### src/rtl/imem_loader_if.sv
// Bus bundle between the instruction-memory loader and its surroundings.
// slave  : the loader's view (consumes Start/byte stream, produces memory writes/status)
// master : the driver's view (host/stream source and memory/fetch side observer)
interface imem_loader_if #(
    parameter int LEN_W = 16
) ();
    logic             Start;
    logic [31:0]      BaseAddr;
    logic [LEN_W-1:0] LenWords;
    logic [7:0]       ByteIn;
    logic             ByteValid;
    logic             ByteReady;
    logic             MemWe;
    logic [31:0]      MemAddr;
    logic [31:0]      MemData;
    logic             Busy;
    logic             Done;
    logic             Run;
    logic             ChkErr;

    modport slave (
        input  Start, BaseAddr, LenWords, ByteIn, ByteValid,
        output ByteReady, MemWe, MemAddr, MemData, Busy, Done, Run, ChkErr
    );

    modport master (
        output Start, BaseAddr, LenWords, ByteIn, ByteValid,
        input  ByteReady, MemWe, MemAddr, MemData, Busy, Done, Run, ChkErr
    );
endinterface

### src/rtl/imem_loader.sv
// Instruction-memory loader: packs a valid/ready byte stream into 32-bit words
// and writes them to consecutive word addresses, holding Run low while loading.
// Optional trailing checksum word enabled by defining IMEM_LOADER_CHECKSUM_EN.
//
// state   | meaning
// IDLE    | after reset, waiting for Start
// LOAD    | accepting program bytes, one memory write per 4 bytes
// CHECK   | accepting the 4-byte checksum word (checksum build only)
// DONE    | load finished, Run released, Start accepted again
module imem_loader #(
    parameter int LEN_W      = 16,
    parameter bit BIG_ENDIAN = 1'b0
) (
    input logic           Clk,
    input logic           Reset,
    imem_loader_if.slave  bus
);

    localparam logic [1:0] S_IDLE  = 2'd0;
    localparam logic [1:0] S_LOAD  = 2'd1;
    localparam logic [1:0] S_DONE  = 2'd3;
`ifdef IMEM_LOADER_CHECKSUM_EN
    localparam logic [1:0] S_CHECK = 2'd2;
    localparam logic [1:0] S_TAIL  = S_CHECK;
`else
    localparam logic [1:0] S_TAIL  = S_DONE;
`endif

    logic [1:0]       state_q, state_d;
    logic [31:0]      base_q, base_d;
    logic [LEN_W-1:0] len_q, len_d;
    logic [LEN_W-1:0] word_q, word_d;
    logic [1:0]       lane_q, lane_d;
    logic [31:0]      pack_q, pack_d;
    logic             we_q, we_d;
    logic [31:0]      addr_q, addr_d;
    logic [31:0]      data_q, data_d;
`ifdef IMEM_LOADER_CHECKSUM_EN
    logic [31:0]      sum_q, sum_d;
    logic             chk_err_q, chk_err_d;
`endif

    logic        byte_ready;
    logic        byte_fire;
    logic [1:0]  lane_sel;
    logic [31:0] packed_now;

    // Handshake and the word as it looks with the current byte merged in
    always_comb begin
`ifdef IMEM_LOADER_CHECKSUM_EN
        byte_ready = (state_q == S_LOAD) || (state_q == S_CHECK);
`else
        byte_ready = (state_q == S_LOAD);
`endif
        byte_fire  = byte_ready && bus.ByteValid;
        lane_sel   = BIG_ENDIAN ? ~lane_q : lane_q;
        packed_now = pack_q;
        packed_now[{lane_sel, 3'b000} +: 8] = bus.ByteIn;
    end

    // Next-state logic: start capture, byte packing, word writes, checksum compare
    always_comb begin
        state_d = state_q;
        base_d  = base_q;
        len_d   = len_q;
        word_d  = word_q;
        lane_d  = lane_q;
        pack_d  = pack_q;
        we_d    = 1'b0;
        addr_d  = addr_q;
        data_d  = data_q;
`ifdef IMEM_LOADER_CHECKSUM_EN
        sum_d     = sum_q;
        chk_err_d = chk_err_q;
`endif
        case (state_q)
            S_IDLE, S_DONE: begin
                if (bus.Start) begin
                    base_d = bus.BaseAddr & ~32'h3;
                    len_d  = bus.LenWords;
                    word_d = '0;
                    lane_d = '0;
                    pack_d = '0;
`ifdef IMEM_LOADER_CHECKSUM_EN
                    sum_d     = '0;
                    chk_err_d = 1'b0;
`endif
                    state_d = (bus.LenWords == '0) ? S_TAIL : S_LOAD;
                end
            end
            S_LOAD: begin
                if (byte_fire) begin
                    lane_d = lane_q + 2'd1;
                    pack_d = packed_now;
                    if (lane_q == 2'd3) begin
                        we_d   = 1'b1;
                        addr_d = base_q + (32'(word_q) << 2);
                        data_d = packed_now;
                        pack_d = '0;
                        word_d = word_q + LEN_W'(1);
`ifdef IMEM_LOADER_CHECKSUM_EN
                        sum_d  = sum_q + packed_now;
`endif
                        // Leave LOAD on the last handshake so ByteReady drops next cycle
                        if (word_q == len_q - LEN_W'(1)) begin
                            state_d = S_TAIL;
                        end
                    end
                end
            end
`ifdef IMEM_LOADER_CHECKSUM_EN
            S_CHECK: begin
                if (byte_fire) begin
                    lane_d = lane_q + 2'd1;
                    pack_d = packed_now;
                    if (lane_q == 2'd3) begin
                        // sum_q already includes the final program word here
                        chk_err_d = (packed_now != sum_q);
                        pack_d    = '0;
                        state_d   = S_DONE;
                    end
                end
            end
`endif
            default: state_d = S_IDLE;
        endcase
    end

    // State and datapath registers with synchronous reset
    always_ff @(posedge Clk) begin
        if (Reset) begin
            state_q <= S_IDLE;
            base_q  <= '0;
            len_q   <= '0;
            word_q  <= '0;
            lane_q  <= '0;
            pack_q  <= '0;
            we_q    <= 1'b0;
            addr_q  <= '0;
            data_q  <= '0;
`ifdef IMEM_LOADER_CHECKSUM_EN
            sum_q     <= '0;
            chk_err_q <= 1'b0;
`endif
        end else begin
            state_q <= state_d;
            base_q  <= base_d;
            len_q   <= len_d;
            word_q  <= word_d;
            lane_q  <= lane_d;
            pack_q  <= pack_d;
            we_q    <= we_d;
            addr_q  <= addr_d;
            data_q  <= data_d;
`ifdef IMEM_LOADER_CHECKSUM_EN
            sum_q     <= sum_d;
            chk_err_q <= chk_err_d;
`endif
        end
    end

    // Output decode
    always_comb begin
        bus.ByteReady = byte_ready;
        bus.Busy      = byte_ready;
        bus.MemWe     = we_q;
        bus.MemAddr   = addr_q;
        bus.MemData   = data_q;
        bus.Done      = (state_q == S_DONE);
`ifdef IMEM_LOADER_CHECKSUM_EN
        bus.ChkErr    = chk_err_q;
        bus.Run       = (state_q == S_DONE) && !chk_err_q;
`else
        bus.ChkErr    = 1'b0;
        bus.Run       = (state_q == S_DONE);
`endif
    end

endmodule

### src/flat_wrapper.sv
// flat-port wrapper written by rule: the top's interface ports become plain ports
module imem_loader_flat 
#(
    parameter int LEN_W      = 16,
    parameter bit BIG_ENDIAN = 1'b0
)
  (Clk, Reset, bus_Start, bus_BaseAddr, bus_LenWords, bus_ByteIn, bus_ByteValid, bus_ByteReady, bus_MemWe, bus_MemAddr, bus_MemData, bus_Busy, bus_Done, bus_Run, bus_ChkErr);
  imem_loader_if #(.LEN_W(LEN_W)) bus_i ();
  input logic Clk;
  input logic Reset;
  input wire logic [$bits(bus_i.Start)-1:0] bus_Start;
  input wire logic [$bits(bus_i.BaseAddr)-1:0] bus_BaseAddr;
  input wire logic [$bits(bus_i.LenWords)-1:0] bus_LenWords;
  input wire logic [$bits(bus_i.ByteIn)-1:0] bus_ByteIn;
  input wire logic [$bits(bus_i.ByteValid)-1:0] bus_ByteValid;
  output wire logic [$bits(bus_i.ByteReady)-1:0] bus_ByteReady;
  output wire logic [$bits(bus_i.MemWe)-1:0] bus_MemWe;
  output wire logic [$bits(bus_i.MemAddr)-1:0] bus_MemAddr;
  output wire logic [$bits(bus_i.MemData)-1:0] bus_MemData;
  output wire logic [$bits(bus_i.Busy)-1:0] bus_Busy;
  output wire logic [$bits(bus_i.Done)-1:0] bus_Done;
  output wire logic [$bits(bus_i.Run)-1:0] bus_Run;
  output wire logic [$bits(bus_i.ChkErr)-1:0] bus_ChkErr;
  assign bus_i.Start = bus_Start;
  assign bus_i.BaseAddr = bus_BaseAddr;
  assign bus_i.LenWords = bus_LenWords;
  assign bus_i.ByteIn = bus_ByteIn;
  assign bus_i.ByteValid = bus_ByteValid;
  assign bus_ByteReady = bus_i.ByteReady;
  assign bus_MemWe = bus_i.MemWe;
  assign bus_MemAddr = bus_i.MemAddr;
  assign bus_MemData = bus_i.MemData;
  assign bus_Busy = bus_i.Busy;
  assign bus_Done = bus_i.Done;
  assign bus_Run = bus_i.Run;
  assign bus_ChkErr = bus_i.ChkErr;
  imem_loader #(.LEN_W(LEN_W), .BIG_ENDIAN(BIG_ENDIAN)) u_core (.Clk(Clk), .Reset(Reset), .bus(bus_i));
endmodule
### config.mk
export PLATFORM = sky130hd
export DESIGN_NAME = imem_loader_flat
export DESIGN_NICKNAME = d
export VERILOG_FILES = /design/src/rtl/imem_loader_if.sv /design/src/rtl/imem_loader.sv /design/src/flat_wrapper.sv
export SDC_FILE = /design/constraint.sdc
export NUM_CORES = 1
export LEC_CHECK = 0
export CORE_ASPECT_RATIO = 2
export CORE_MARGIN = 1.5
export CORE_UTILIZATION = 45
export CTS_CLUSTER_SIZE = 40
export DETAILED_ROUTE_END_ITERATION = 8
export GPL_TIMING_DRIVEN = 0
export MAX_ROUTING_LAYER = met4
export PLACE_DENSITY = 0.69
export SETUP_SLACK_MARGIN = 0.3
export SYNTH_ARGS = -nofsm -noshare
export SYNTH_HDL_FRONTEND = slang
export SYNTH_SLANG_ARGS = --single-unit
### constraint.sdc
create_clock -name Clk -period 2.8 [get_ports Clk]
set_input_delay 0.56 -clock Clk [delete_from_list [all_inputs] [get_ports Clk]]
set_output_delay 0.56 -clock Clk [all_outputs]
set_load 0.02 [all_outputs]
==> flow_metrics.py <==
metrics = {
    "setup_path": {
        "worst_setup_path_start_kind": "register",
        "required_ns": 3.09,
        "reg2regPathDepth": 9,
        "rr_startpoint": "u_core.len_q[1]$_SDFFE_PP0P_",
        "cp-end-kind": "register",
        "critical_path.endpoint": "u_core.state_q[1]$_SDFFE_PP0P_",
        "arrival_ns": 3.02,
        "critPathKind": "reg2reg",
        "reg2reg_slack_ns": 0.08,
        "crit_start": "u_core.len_q[1]$_SDFFE_PP0P_",
        "r2r-end": "u_core.state_q[1]$_SDFFE_PP0P_",
        "cp_max_fo": 5,
    },
    "job": {
        "maxCapViolations": 0,
    },
    "routing": {
        "drc": 0,
        "vias_per_cell": 5.673,
        "routed_wl_um": 24290,
        "wl_per_cell_um": 18.13,
        "antenna_left": 0,
        "vias": 7602,
        "drtPass1Iterations": 5,
        "dr.first_iter.drc_count": 297,
    },
    "floorplan": {
        "core_area_sq_um": 17190,
        "rows": 68,
        "initial_utilization": 0.4589,
        "die_x_um": 96.61,
        "fp.dieArea_sq_um": 18380,
        "fp.dieH_um": 190.2,
        "num_io_pins": 130,
    },
    "timing": {
        "worst_pin_slew_ns": 0.7175,
        "skew_ns": 0.01248,
        "rsz0062_at_grt": "true",
        "slew_violations": 0,
        "hold_violations": 0,
        "fmax_ghz": 0.3672,
        "max-slew-margin-rel": 0.5172,
        "min_period_ns": 2.723,
        "post-route-period-util": 0.9725,
        "finalSetupViolations": 0,
    },
    "cts": {
        "cts.sinks": 161,
        "cts_root_buf": "clkbuf_16",
        "clkLatencyLatePin_ns": 0.43,
        "htree_levels": 4,
        "cts_buffers": 17,
        "hold_buffers": 0,
        "clk_path_buf_depth": 2,
        "tritoncts": "built",
        "clk_pin_slew_worst_paths_ns": 0.07,
    },
    "yosys": {
        "synth_seq_cells": 161,
        "ys.flop_type": "dfxtp_1",
        "synth_edf_count": 0,
        "yosysWarnings": 0,
        "syn_avg_cell_area_sq_um": 8.215,
        "syn-instance-count": 960,
        "synth.cell_area_sq_um": 7886,
        "synthArstFlopShare": 0,
        "ys_types": 72,
        "ys_seq_area_frac": 0.4087,
    },
    "global_routing": {
        "antenna_found_initial": 0,
        "gr-total-overflow": 0,
        "grt_max_degree": 17,
        "grt_first_pass_wirelength_um": 37990,
        "track_usage": 0.2675,
        "first_global_vias": 7605,
    },
    "finish": {
        "fillCellCount": 1575,
        "finalNonFillerCells": 1340,
        "final_nets": 1205,
        "drive_gt1_frac": 0.1071,
        "finalInstanceArea_sq_um": 10340,
        "n_antenna_cell": 0,
        "multi_input_area_sq_um": 4587,
        "syn_to_final_growth_pct": 31.14,
        "regArea_sq_um": 3239,
    },
    "power": {
        "switchingPower_uw": 2049,
        "seqPwrFrac": 0.410,
        "finalPower_uw": 6237,
        "netSwitchingFraction": 0.3286,
        "clockPowerShare": 0.347,
        "leakagePower_uw": 0.003722,
        "power.internal_uw": 4188,
        "ir_worst_vdd_v": 0.0004750,
        "power.density_nw_per_um2": 603.1,
        "power_frac_comb": 0.243,
    },
    "status": {
        "status": "completed",
    },
    "worst_hold_path": {
        "min_path_type": "reg2reg",
    },
    "place": {
        "dp.cells": 1296,
        "dp_hpwl_um": 18380,
        "postPlaceCellArea_sq_um": 9408,
        "place_congestion": 0.9137,
        "io_buffer_count": 124,
    },
}
## layout by cell type (no fill, tap or decap), drive strengths merged, types with 4 or more instances in the layout
cell type / count
nand4: 8
ha: 27
clkinv: 7
buf: 27
and3: 7
xnor2: 28
or3: 5
nor3: 48
nand2: 124
xor2: 22
a211oi: 18
or4: 6
a22o: 36
a22oi: 32
clkdlybuf4s50: 124
clkbuf: 61
nand3b: 10
or2: 4
a21oi: 81
o21ai: 6
o21a: 5
nand3: 20
a31oi: 10
nor4: 21
nor2: 140
clkinvlp: 5
nand2b: 4
a21o: 7
dfxtp: 161
inv: 25
## worst max-delay path, cell delays in order (launching register included)
cell and delay [ns]:
dfxtp_2 0.34, inv_2 0.07, ha_4 0.14, or4b_4 0.50, nor4_4 0.23, xnor2_1 0.11
a2111o_1 0.41, a2111oi_4 0.45, mux2i_1 0.27, o31ai_2 0.07
## kinds of logic (layout without fill, tap and decap cells)
group,Yosys count,after routing,synth area share
XOR/XNOR,50,50,0.05648
multiplexers,3,3,0.003966
AO/OA/AOI/OAI,224,224,0.1972
adder cells (fa/ha/maj),28,28,0.04537
AND/OR/NAND/NOR,411,411,0.2427
flip-flops,161,161,0.4087
buffers and inverters,82,250,0.04506
other,1,3,0.0004755
## area by class of cell
cell class,count,share of cell area
buffer,58,0.02722
clock buffer,19,0.04283
clock inverter,13,0.01004
inverter,24,0.008710
multi-input combinational,719,0.4435
sequential,161,0.3132
tap,210,0.02541
timing repair buffer,136,0.1291
## state kept, by name (all words and copies together) (netlist names)
register and cells:
u_core.bus.MemAddr 30, u_core.word_q 16, u_core.lane_q 2, u_core.bus.MemWe 1
u_core.bus.MemData 32, u_core.base_q 30, u_core.pack_q 32, u_core.state_q 2
u_core.len_q 16
## power by group through the flow
stage | clock, uW | combinational [uW] | sequential (uW)
5_1_grt | 2290 | 1660 | 2570
4_1_cts | 2190 | 1420 | 2540
2_1_floorplan | 0 | 967 | 2560
3_5_place_dp | 0 | 1380 | 2590
6_report | 2160 | 1520 | 2560
3_3_place_gp | 0 | 1350 | 2590
## metrics by stage
step / setup WS [ns] / hold slack [ns] / TNS [ns] / util
2_1_floorplan: 0.3189 / 0.4400 / 0 / -
3_3_place_gp: -0.2925 / 0.4417 / -4.441 / 0.5470
3_5_place_dp: -0.2600 / 0.4462 / -5.791 / 0.5474
4_1_cts: 0.09470 / 0.4555 / 0 / 0.5895
5_1_grt: -0.05941 / 0.4752 / -0.05941 / 0.6018
6_report: 0.07692 / 0.4544 / 0 / 0.6018
## timing repair
action                                  4_1_cts  5_1_grt
gates resized for setup                      28       49
endpoints found under the setup margin       65       83
pin swaps                                     9       15
setup buffers                                 7        5
## worst min-delay path by stage
stage | startpoint | to | slack, ns | depth (start not counted)
6_report | u_core.bus.MemAddr[5]$_SDFFE_PP0P_ | u_core.bus.MemAddr[5]$_SDFFE_PP0P_ | 0.45 | 2
5_1_grt | u_core.bus.MemAddr[4]$_SDFFE_PP0P_ | u_core.bus.MemAddr[4]$_SDFFE_PP0P_ | 0.48 | 2
4_1_cts | u_core.bus.MemAddr[5]$_SDFFE_PP0P_ | u_core.bus.MemAddr[5]$_SDFFE_PP0P_ | 0.46 | 2
3_5_place_dp | u_core.bus.MemAddr[7]$_SDFFE_PP0P_ | u_core.bus.MemAddr[7]$_SDFFE_PP0P_ | 0.45 | 2
3_3_place_gp | u_core.bus.MemAddr[7]$_SDFFE_PP0P_ | u_core.bus.MemAddr[7]$_SDFFE_PP0P_ | 0.44 | 2
2_1_floorplan | u_core.base_q[10]$_SDFFE_PP0P_ | u_core.base_q[10]$_SDFFE_PP0P_ | 0.44 | 2
## metal layers
| metal | track usage | up-vias | part of all wire |
|---|---|---|---|
| met5 | - | - | 0 |
| met4 | 0.1483 | 0 | 0.053 |
| met3 | 0.04289 | 75 | 0.042 |
| met2 | 0.5094 | 234 | 0.55 |
| met1 | 0.2506 | 3584 | 0.36 |
| li1 | - | 3709 | - |
## cells in the mapped netlist (2+ instances only)
cell	instances	area, sq um
dfxtp_1	161	3223
nor2_1	140	525.5
nand2_1	124	465.5
a21oi_1	81	405.4
nor3_1	47	235.2
clkbuf_1	41	153.9
a22o_1	36	315.3
a22oi_1	32	240.2
ha_1	27	337.8
xnor2_1	27	236.5
inv_1	22	82.58
xor2_1	22	192.7
nand3_1	19	95.09
nor4_1	19	118.9
a211oi_1	18	135.1
a31oi_1	10	62.56
nand3b_1	10	75.07
nand4_1	8	50.05
a21o_1	7	52.55
and3_1	7	43.79
buf_1	7	26.28
buf_4	6	45.04
o21a_1	5	37.54
or3_1	5	31.28
or4_1	5	37.54
nand2b_1	4	25.02
o21ai_0	4	20.02
a211o_1	3	26.28
a311o_1	3	30.03
nor2b_1	3	18.77
nor4b_1	3	26.28
o21bai_1	3	22.52
or2_2	3	18.77
a21boi_1	2	15.01
a311oi_1	2	17.52
and2_1	2	12.51
and4_1	2	17.52
buf_6	2	22.52
clkinv_1	2	7.510
mux2i_1	2	20.02
o211ai_1	2	15.01
o21ai_1	2	10.01
Note: power is estimated with default switching activity, not from simulation.
